### src/rtl/vx_dispatch_gather_pkg.sv
`default_nettype none
// ============================================================================
// Module  : vx_dispatch_gather_pkg
// Purpose : Shared types and sizes for the dispatch gather stage
//           (op header layout, gather FSM state encoding).
// Revision: 1.0 - initial release
// ============================================================================
package vx_dispatch_gather_pkg;

  localparam int NUM_THREADS = 2;
  localparam int XLEN        = 16;
  localparam int NW_BITS     = 2;
  localparam int NT_BITS     = 1;
  localparam int UUID_BITS   = 8;
  // One operand slot holds every thread's value for one lane.
  localparam int OPW         = NUM_THREADS * XLEN;

  typedef struct packed {
    logic [UUID_BITS-1:0]   uuid;
    logic [NW_BITS-1:0]     wis;
    logic [NUM_THREADS-1:0] tmask;
    logic [31:0]            pc;
    logic [3:0]             op_type;
    logic [7:0]             op_args;
    logic                   wb;
    logic [4:0]             rd;
    logic [4:0]             vd;
    logic [NT_BITS-1:0]     tid;
    logic                   is_vec;
  } hdr_t;

  localparam int HDR_W = $bits(hdr_t);

  typedef enum logic [1:0] {
    S_IDLE   = 2'd0,
    S_GATHER = 2'd1,
    S_ISSUE  = 2'd2
  } gather_state_e;

endpackage : vx_dispatch_gather_pkg
`default_nettype wire

### src/rtl/vx_dispatch_gather_lane_buf.sv
`default_nettype none
// ============================================================================
// Module  : vx_dispatch_gather_lane_buf
// Purpose : Per-lane rs1/rs2/rs3 storage written by lane index, with a
//           received-lane mask and its population count.
// Revision: 1.0 - initial release
// ============================================================================
module vx_dispatch_gather_lane_buf
  import vx_dispatch_gather_pkg::*;
#(
  parameter int MAX_LANES = 4,
  parameter int LANE_BITS = 2
) (
  input  logic                     clk,
  input  logic                     reset,
  input  logic                     clear,
  input  logic                     wr_en,
  input  logic [LANE_BITS-1:0]     wr_idx,
  input  logic [OPW-1:0]           wr_rs1,
  input  logic [OPW-1:0]           wr_rs2,
  input  logic [OPW-1:0]           wr_rs3,
  output logic [MAX_LANES*OPW-1:0] rs1,
  output logic [MAX_LANES*OPW-1:0] rs2,
  output logic [MAX_LANES*OPW-1:0] rs3,
  output logic [MAX_LANES-1:0]     mask,
  output logic [LANE_BITS:0]       num
);

  logic [MAX_LANES-1:0] wr_onehot;

  assign wr_onehot = wr_en ? (MAX_LANES'(1) << wr_idx) : '0;

  // Mask restarts on clear; a new op's first lane is merged in the same cycle.
  always_ff @(posedge clk) begin
    if (reset) begin
      mask <= '0;
    end else if (clear || wr_en) begin
      mask <= (clear ? '0 : mask) | wr_onehot;
    end
  end

  for (genvar i = 0; i < MAX_LANES; i++) begin : g_lane
    localparam logic [LANE_BITS-1:0] LANE_IDX = LANE_BITS'(i);
    logic [OPW-1:0] rs1_q, rs2_q, rs3_q;

    // Operand data is not reset; a duplicate lane index simply overwrites.
    always_ff @(posedge clk) begin
      if (wr_en && (wr_idx == LANE_IDX)) begin
        rs1_q <= wr_rs1;
        rs2_q <= wr_rs2;
        rs3_q <= wr_rs3;
      end
    end

    assign rs1[i*OPW +: OPW] = rs1_q;
    assign rs2[i*OPW +: OPW] = rs2_q;
    assign rs3[i*OPW +: OPW] = rs3_q;
  end

  // Distinct lanes received = popcount of the mask.
  always_comb begin
    num = '0;
    for (int i = 0; i < MAX_LANES; i++) begin
      num = num + {{LANE_BITS{1'b0}}, mask[i]};
    end
  end

endmodule : vx_dispatch_gather_lane_buf
`default_nettype wire

### src/rtl/vx_dispatch_gather.sv
`default_nettype none
// ============================================================================
// Module  : vx_dispatch_gather
// Purpose : Dispatch consumer for a vector-capable FU. Scalar packets pass
//           as single-beat ops; vector beats are gathered per lane into one
//           wide op that issues the cycle after its last beat.
// Revision: 1.0 - initial release
// ============================================================================
module vx_dispatch_gather
  import vx_dispatch_gather_pkg::*;
#(
  parameter int MAX_LANES = 4,
  parameter int LANE_BITS = (MAX_LANES > 1) ? $clog2(MAX_LANES) : 1
) (
  input  logic                     clk,
  input  logic                     reset,
  // dispatch side; lane id has one spare bit so out-of-range ids are visible
  input  logic                     dispatch_valid,
  output logic                     dispatch_ready,
  input  logic [HDR_W-1:0]         dispatch_hdr,
  input  logic [LANE_BITS:0]       dispatch_vd_lane_id,
  input  logic                     dispatch_vd_is_last,
  input  logic [OPW-1:0]           dispatch_rs1,
  input  logic [OPW-1:0]           dispatch_rs2,
  input  logic [OPW-1:0]           dispatch_rs3,
  // gathered op
  output logic                     out_valid,
  output logic [HDR_W-1:0]         out_hdr,
  output logic [MAX_LANES*OPW-1:0] out_rs1,
  output logic [MAX_LANES*OPW-1:0] out_rs2,
  output logic [MAX_LANES*OPW-1:0] out_rs3,
  output logic [MAX_LANES-1:0]     out_lane_mask,
  output logic [LANE_BITS:0]       out_num_lanes,
  input  logic                     out_ready,
  output logic                     err_pulse
);

  gather_state_e        state_q, state_d;
  hdr_t                 in_hdr, hdr_q;
  logic                 fire, lane_ok, mismatch, start_op;
  logic                 buf_clear, buf_wr, hdr_load, err_d;
  logic [LANE_BITS-1:0] buf_idx;

  assign in_hdr         = hdr_t'(dispatch_hdr);
  // Only a pending, unaccepted op blocks the input; a retiring op does not.
  assign dispatch_ready = (state_q != S_ISSUE) || out_ready;
  assign fire           = dispatch_valid && dispatch_ready;
  assign lane_ok        = dispatch_vd_lane_id < (LANE_BITS+1)'(MAX_LANES);
  assign mismatch       = (in_hdr.uuid != hdr_q.uuid) || (in_hdr.wis != hdr_q.wis)
                          || !in_hdr.is_vec;

  // State register.
  always_ff @(posedge clk) begin
    if (reset) begin
      state_q <= S_IDLE;
    end else begin
      state_q <= state_d;
    end
  end

  // Next state and datapath controls. A foreign beat during GATHER drops
  // the partial op and is then handled exactly like an IDLE arrival.
  always_comb begin
    state_d   = state_q;
    start_op  = 1'b0;
    buf_clear = 1'b0;
    buf_wr    = 1'b0;
    buf_idx   = '0;
    hdr_load  = 1'b0;
    err_d     = 1'b0;
    if (fire) begin
      start_op = (state_q != S_GATHER) || mismatch;
      if ((state_q == S_GATHER) && mismatch) begin
        err_d = 1'b1;
      end
      if (start_op) begin
        buf_clear = 1'b1;
        hdr_load  = 1'b1;
      end
      if (!in_hdr.is_vec) begin
        buf_wr  = 1'b1;
        state_d = S_ISSUE;
      end else begin
        if (lane_ok) begin
          buf_wr  = 1'b1;
          buf_idx = dispatch_vd_lane_id[LANE_BITS-1:0];
        end else begin
          err_d = 1'b1;
        end
        state_d = dispatch_vd_is_last ? S_ISSUE : S_GATHER;
      end
    end else if ((state_q == S_ISSUE) && out_ready) begin
      state_d = S_IDLE;
    end
  end

  // Header captured from the first beat of an op only.
  always_ff @(posedge clk) begin
    if (hdr_load) begin
      hdr_q <= in_hdr;
    end
  end

  // Protocol error flag, one cycle after the offending beat.
  always_ff @(posedge clk) begin
    if (reset) begin
      err_pulse <= 1'b0;
    end else begin
      err_pulse <= err_d;
    end
  end

  vx_dispatch_gather_lane_buf #(
    .MAX_LANES (MAX_LANES),
    .LANE_BITS (LANE_BITS)
  ) u_lane_buf (
    .clk    (clk),
    .reset  (reset),
    .clear  (buf_clear),
    .wr_en  (buf_wr),
    .wr_idx (buf_idx),
    .wr_rs1 (dispatch_rs1),
    .wr_rs2 (dispatch_rs2),
    .wr_rs3 (dispatch_rs3),
    .rs1    (out_rs1),
    .rs2    (out_rs2),
    .rs3    (out_rs3),
    .mask   (out_lane_mask),
    .num    (out_num_lanes)
  );

  assign out_valid = (state_q == S_ISSUE);
  assign out_hdr   = hdr_q;

endmodule : vx_dispatch_gather
`default_nettype wire

### config.mk
export PLATFORM = sky130hd
export DESIGN_NAME = vx_dispatch_gather
export DESIGN_NICKNAME = d
export VERILOG_FILES = /design/src/rtl/vx_dispatch_gather_pkg.sv /design/src/rtl/vx_dispatch_gather_lane_buf.sv /design/src/rtl/vx_dispatch_gather.sv
export SDC_FILE = /design/constraint.sdc
export NUM_CORES = 1
export LEC_CHECK = 0
export ABC_CLOCK_PERIOD_IN_PS = 6600
export BUFFER_PORTS_ARGS = -buffer_cell sky130_fd_sc_hd__buf_4
export CORE_AREA = 2 2 250 252
export CTS_CLUSTER_DIAMETER = 200
export CTS_CLUSTER_SIZE = 16
export DETAILED_ROUTE_END_ITERATION = 8
export DIE_AREA = 0 0 252 254
export PLACE_DENSITY = 0.43
export SYNTH_ARGS = -nofsm -noshare
export SYNTH_HDL_FRONTEND = slang
export SYNTH_SLANG_ARGS = --single-unit
### constraint.sdc
create_clock -name clk -period 6.6 [get_ports clk]
set_input_delay 0.66 -clock clk [delete_from_list [all_inputs] [get_ports clk]]
set_output_delay 0.66 -clock clk [all_outputs]
set_load 0.02 [all_outputs]
Yosys cells after proc, flatten, opt, wreduce, memory -nomap -nowiden. Cells that the tools add are included.

Register bits: 460. Input bits: 173. Output and inout bits: 463.

Add/sub/neg operators: 3. Magnitude comparators: 1. Equal/unequal tests: 9. Shifts and indexed selects: 1. Muxes and demuxes: 17. Bitwise gates (word level): 2. Reduce and logical (&&, ||, !) cells: 16.

Operators by type and width (number): 2-bit two-way mux (7); 1-bit two-way mux (8); 4-bit two-way mux (2); 8-bit != test (1); 1-bit logical AND (7); 3-bit by 1-bit adder with 3-bit output (2); 2-bit == test, second input constant (3); 1-bit logical OR (5); 2-bit by 1-bit == test with 1-bit output, second input constant (2); 4-bit OR (1); 1-bit by 2-bit left shift with 4-bit output, first input constant (1); 3-bit less-than comparator, second input constant (1); 1-bit by 1-bit adder with 2-bit output (1); 2-bit zero test (1); 2-bit by 1-bit != test with 1-bit output, second input constant (1); 2-bit != test (1); 2-bit != test, second input constant (1); 2-bit nonzero test (1); 2-bit OR reduction (1); 1-bit zero test (1); 1-bit NOT (1).

Depth between registers and ports, before layout.
Word-level depth: 8. Depth in mapped cells: 5.

By module. Synthesis repeated with hierarchy kept, for this count alone.

Cell total of the unflattened synthesis: 515. Area total of the unflattened synthesis: 14133.6 µm².

Modules (own cells, without submodules): vx_dispatch_gather_lane_buf (instances 1, cells an instance 410, area each 11758.8 µm²); vx_dispatch_gather (instances 1, cells an instance 105, area each 2374.8 µm²).

Worst setup path after synthesis. Ideal clock, no wire load.

Path type: input port to flip-flop. Start: in out_ready. End: reg u_lane_buf.g_lane[0].rs1_q[0] (enable). Library setup time: 0.584 ns. Arrival time: 5.734 ns. Required time: 6.016 ns. Slack: 0.282 ns. Stages on the path: 3. Cell sequence: or3b_1 > nand2_2 > a21oi_1.

Word-level cells in the longest chain between the ends: 5. Elaborated cells on any way between the ends: 6.

RTL lines: start: declaration (RTL line vx_dispatch_gather.sv:34) `input logic out_ready,`; 1-bit logical OR * (RTL line vx_dispatch_gather.sv:46) `assign dispatch_ready = (state_q != S_ISSUE) || out_ready;`; 1-bit logical AND * (RTL line vx_dispatch_gather.sv:47) `assign fire = dispatch_valid && dispatch_ready;`; 2-bit two-way mux (RTL line vx_dispatch_gather.sv:71) `if (fire) begin`; 2-bit zero test (RTL line vx_dispatch_gather_lane_buf.sv:48) `if (wr_en && (wr_idx == LANE_IDX)) begin`; 1-bit logical AND * (RTL line vx_dispatch_gather_lane_buf.sv:48); end signal: assignment (RTL line vx_dispatch_gather_lane_buf.sv:49) `rs1_q <= wr_rs1;`; end: declaration (RTL line vx_dispatch_gather_lane_buf.sv:44) `logic [OPW-1:0] rs1_q, rs2_q, rs3_q;`.

Mark *: on every way between the ends. The rest lies on a longest branch, timed or not. A chain may end at the register's enable or synchronous reset.

Worst setup path in the final report.
Start: reg state_q[0]. End: reg u_lane_buf.g_lane[2].rs2_q[12] (enable).

Word-level cells in the longest chain between the ends: 6. Elaborated cells on any way between the ends: 7.

RTL lines: start: declaration (RTL line vx_dispatch_gather.sv:38) `gather_state_e state_q, state_d;`; start signal: assignment (RTL line vx_dispatch_gather.sv:57) `state_q <= state_d;`; 2-bit != test * (RTL line vx_dispatch_gather.sv:46); 1-bit logical OR * (RTL line vx_dispatch_gather.sv:46); 1-bit logical AND * (RTL line vx_dispatch_gather.sv:47); 2-bit two-way mux (RTL line vx_dispatch_gather.sv:71); 2-bit == test (RTL line vx_dispatch_gather_lane_buf.sv:48); 1-bit logical AND * (RTL line vx_dispatch_gather_lane_buf.sv:48); end signal: assignment (RTL line vx_dispatch_gather_lane_buf.sv:50) `rs2_q <= wr_rs2;`; end: declaration (RTL line vx_dispatch_gather_lane_buf.sv:44).

Marked as above.

==> impl_metrics.tcl <==
set metrics [dict create \
    place_hpwl_um 30700 \
    max_freq_ghz 0.329 \
    grt_use_total_pct 12.1 \
    synth.avg_cell_area_sq_um 27.6 \
    synth_seq_area_share_pct 97.2 \
    vias_per_cell 3.83 \
    cts-root-buf "clkbuf_16" \
    slew_violations 0 \
    cts_tree "done" \
    grt_pass1_vias 7819 \
    maxCapViolCount 0 \
    relSlewSlack_pct 37.4 \
    num_rows 91 \
    async_reset_ff_share_pct 0 \
    fin_skew_ns 0.0156 \
    grt_max_degree 70 \
    cts_max_level 2 \
    min_period_ns 3.04 \
    drt-total-wl_um 41400 \
    die_h_um 254 \
    pwr_density_cell_nw_per_um2 271 \
    clk_latency_ns 0.54 \
    vias 7621 \
    core_area_sq_um 61300 \
    ys_warn_count 0 \
    yosysTopAreaCell "edfxtp_1" \
    io_pins 636 \
    gp_congestion 0.763 \
    endpoint_kind "flip-flop" \
    peakVddDrop_mv 0.203 \
    worst_slew_pin_slew_ns 0.939 \
    cts_sinks 460 \
    drc 0 \
    ctsResizeCount 0 \
    wire_per_inst_um 20.8 \
    antenna_found_initial 1 \
    yosys-top-cells-area "edfxtp_1 96%, dfxtp_1 0.99%, xnor2_1 0.37%" \
    final_util_pct 34.2 \
    rsz0062_at_grt "false" \
    final_layout_size_suffix_gt1_share_pct 57.8 \
    synthDistinctLibCells 26 \
    grt_pass1_wl_um 55800 \
    hold_buffers 0 \
    synth-main-ff-cell "edfxtp_1" \
    drt-initial-drc-count 382 \
    syn_to_final_growth_pct 48.2 \
    power_w 0.00567 \
    post-place-ws_ns 3.17 \
    die-width_um 252 \
    finalHoldViolations 0 \
    postRouteAntennaNets 0 \
    cts_buffers 34 \
    whs_ns 0.292 \
    synth-edff-count 453 \
    fin_nets 1369 \
    status "finished clean" \
    initial_utilization_pct 23.1 \
    finalWorstSetupSlack_ns 3.56 \
    finalCritPeriodShare_pct 46.0 \
    tns_ns 0 \
    clockBufferDepth 3 \
    die_area_sq_um 64000 \
    worstPathArrival_ns 3.21 \
    postCtsSetupBuffers 0 \
    ys_seq_elements 460 \
    io_buffers 635 \
    syn-cell-area_sq_um 14100 \
    syn_nets 689 \
    synthCells 513 \
    drt_first_pass_iters 4 \
    grt_overflow 0 \
    path_clk_slew_ns 0.07 \
    cp_data_required_time_ns 6.78 \
    crit_fanout 50 \
    crit_path_start_kind "flip-flop" \
    leakage_nw 7.97 \
    setup_violations 0 \
    crit_type "flip-flop to flip-flop" \
    synth_top_area_share_pct 96.2 \
    hold_class "input port to flip-flop" \
]
==> placed cells by master (no fill, tap or decap), types with 2 or more instances in the layout <==
cell type	count
a21oi_1	5
buf_4	644
clkbuf_1	5
clkbuf_16	38
dfxtp_1	7
edfxtp_1	453
ha_1	2
inv_4	3
nand2_1	3
nand2b_1	3
nand3_1	3
nand3b_1	2
nor2b_1	3
o21ai_0	2
o21ai_1	3
xnor2_1	6
xnor2_2	3
==> area by class of cell <==
| type | count | area (sq um) |
|---|---|---|
| diodes | 1 | 2.50 |
| clock buffers | 43 | 970 |
| fillers | 5872 | 40300 |
| inverters | 4 | 22.5 |
| multi-input cells | 49 | 405 |
| flip-flops and latches | 460 | 13700 |
| well taps | 790 | 988 |
| repair buffers | 644 | 4830 |
==> report_power, final <==
group | total (W) | switching (W) | internal (W)
registers | 0.00333 | 0.0000246 | 0.00330
logic | 0.000394 | 0.000230 | 0.000164
clock network | 0.00195 | 0.000928 | 0.00103
total | 0.00567 | 0.00118 | 0.00449
==> cell families after synthesis <==
| kind of cell | Yosys count | share of synthesized area, % |
|---|---|---|
| AO/OA/AOI/OAI | 15 | 0.663 |
| XOR/XNOR | 9 | 0.717 |
| adder cells (fa/ha/maj) | 3 | 0.318 |
| buffers and inverters | 4 | 0.106 |
| flip-flops | 460 | 97.2 |
| AND/OR/NAND/NOR | 22 | 1.04 |
==> cell usage after synthesis (2+ instances only) <==
master	instances
nor2_1	2
nand2b_1	3
nand2_1	3
o21ai_1	3
a21oi_1	6
edfxtp_1	453
ha_1	2
nand3_1	3
xnor2_2	3
o21ai_0	2
inv_1	4
nor2b_1	3
xnor2_1	6
dfxtp_1	7
nand3b_1	2
==> worst paths after layout <==
path | start | endpoint | slack, ns | cells after the start
max | state_q[0] | u_lane_buf.g_lane[2].rs2_q[12] | 3.56 | 6
min | dispatch_hdr[28] | out_hdr[28] | 0.29 | 1
max reg2reg | state_q[0] | u_lane_buf.g_lane[2].rs2_q[12] | 3.56 | 6
min reg2reg | u_lane_buf.mask[0] | u_lane_buf.mask[0] | 0.50 | 2
==> critical path, stage by stage (launching register included) <==
cell,delay (ns)
dfxtp_1,0.39
or3b_1,0.18
nand2_2,0.17
nor3b_1,0.39
nand3b_1,0.20
inv_4,0.61
buf_4,0.58
==> per-layer routing <==
| metal | track usage, % | up-vias | part of all wire (%) |
|---|---|---|---|
| met4 | 3.85 | 0 | 2.6 |
| li1 | - | 3407 | - |
| met2 | 22.3 | 402 | 54 |
| met3 | 5.15 | 56 | 10 |
| met1 | 12.4 | 3756 | 34 |
| met5 | 0 | - | 0 |
==> state kept, by name, indices dropped and copies added, names as in the netlist <==
| signal | flops |
|---|---|
| out_hdr | 69 |
| err_pulse | 1 |
| u_lane_buf.g_lane.rs3_q | 128 |
| u_lane_buf.mask | 4 |
| u_lane_buf.g_lane.rs1_q | 128 |
| state_q | 2 |
| u_lane_buf.g_lane.rs2_q | 128 |
==> metrics by stage <==
stage	cell area, sq um	instances
4_1_cts	21000	1990
5_1_grt	21000	1990
3_3_place_gp	20000	1947
3_5_place_dp	20000	1947
6_report	21000	1991
2_1_floorplan	14100	513
Power figures use the tool's default switching activity.
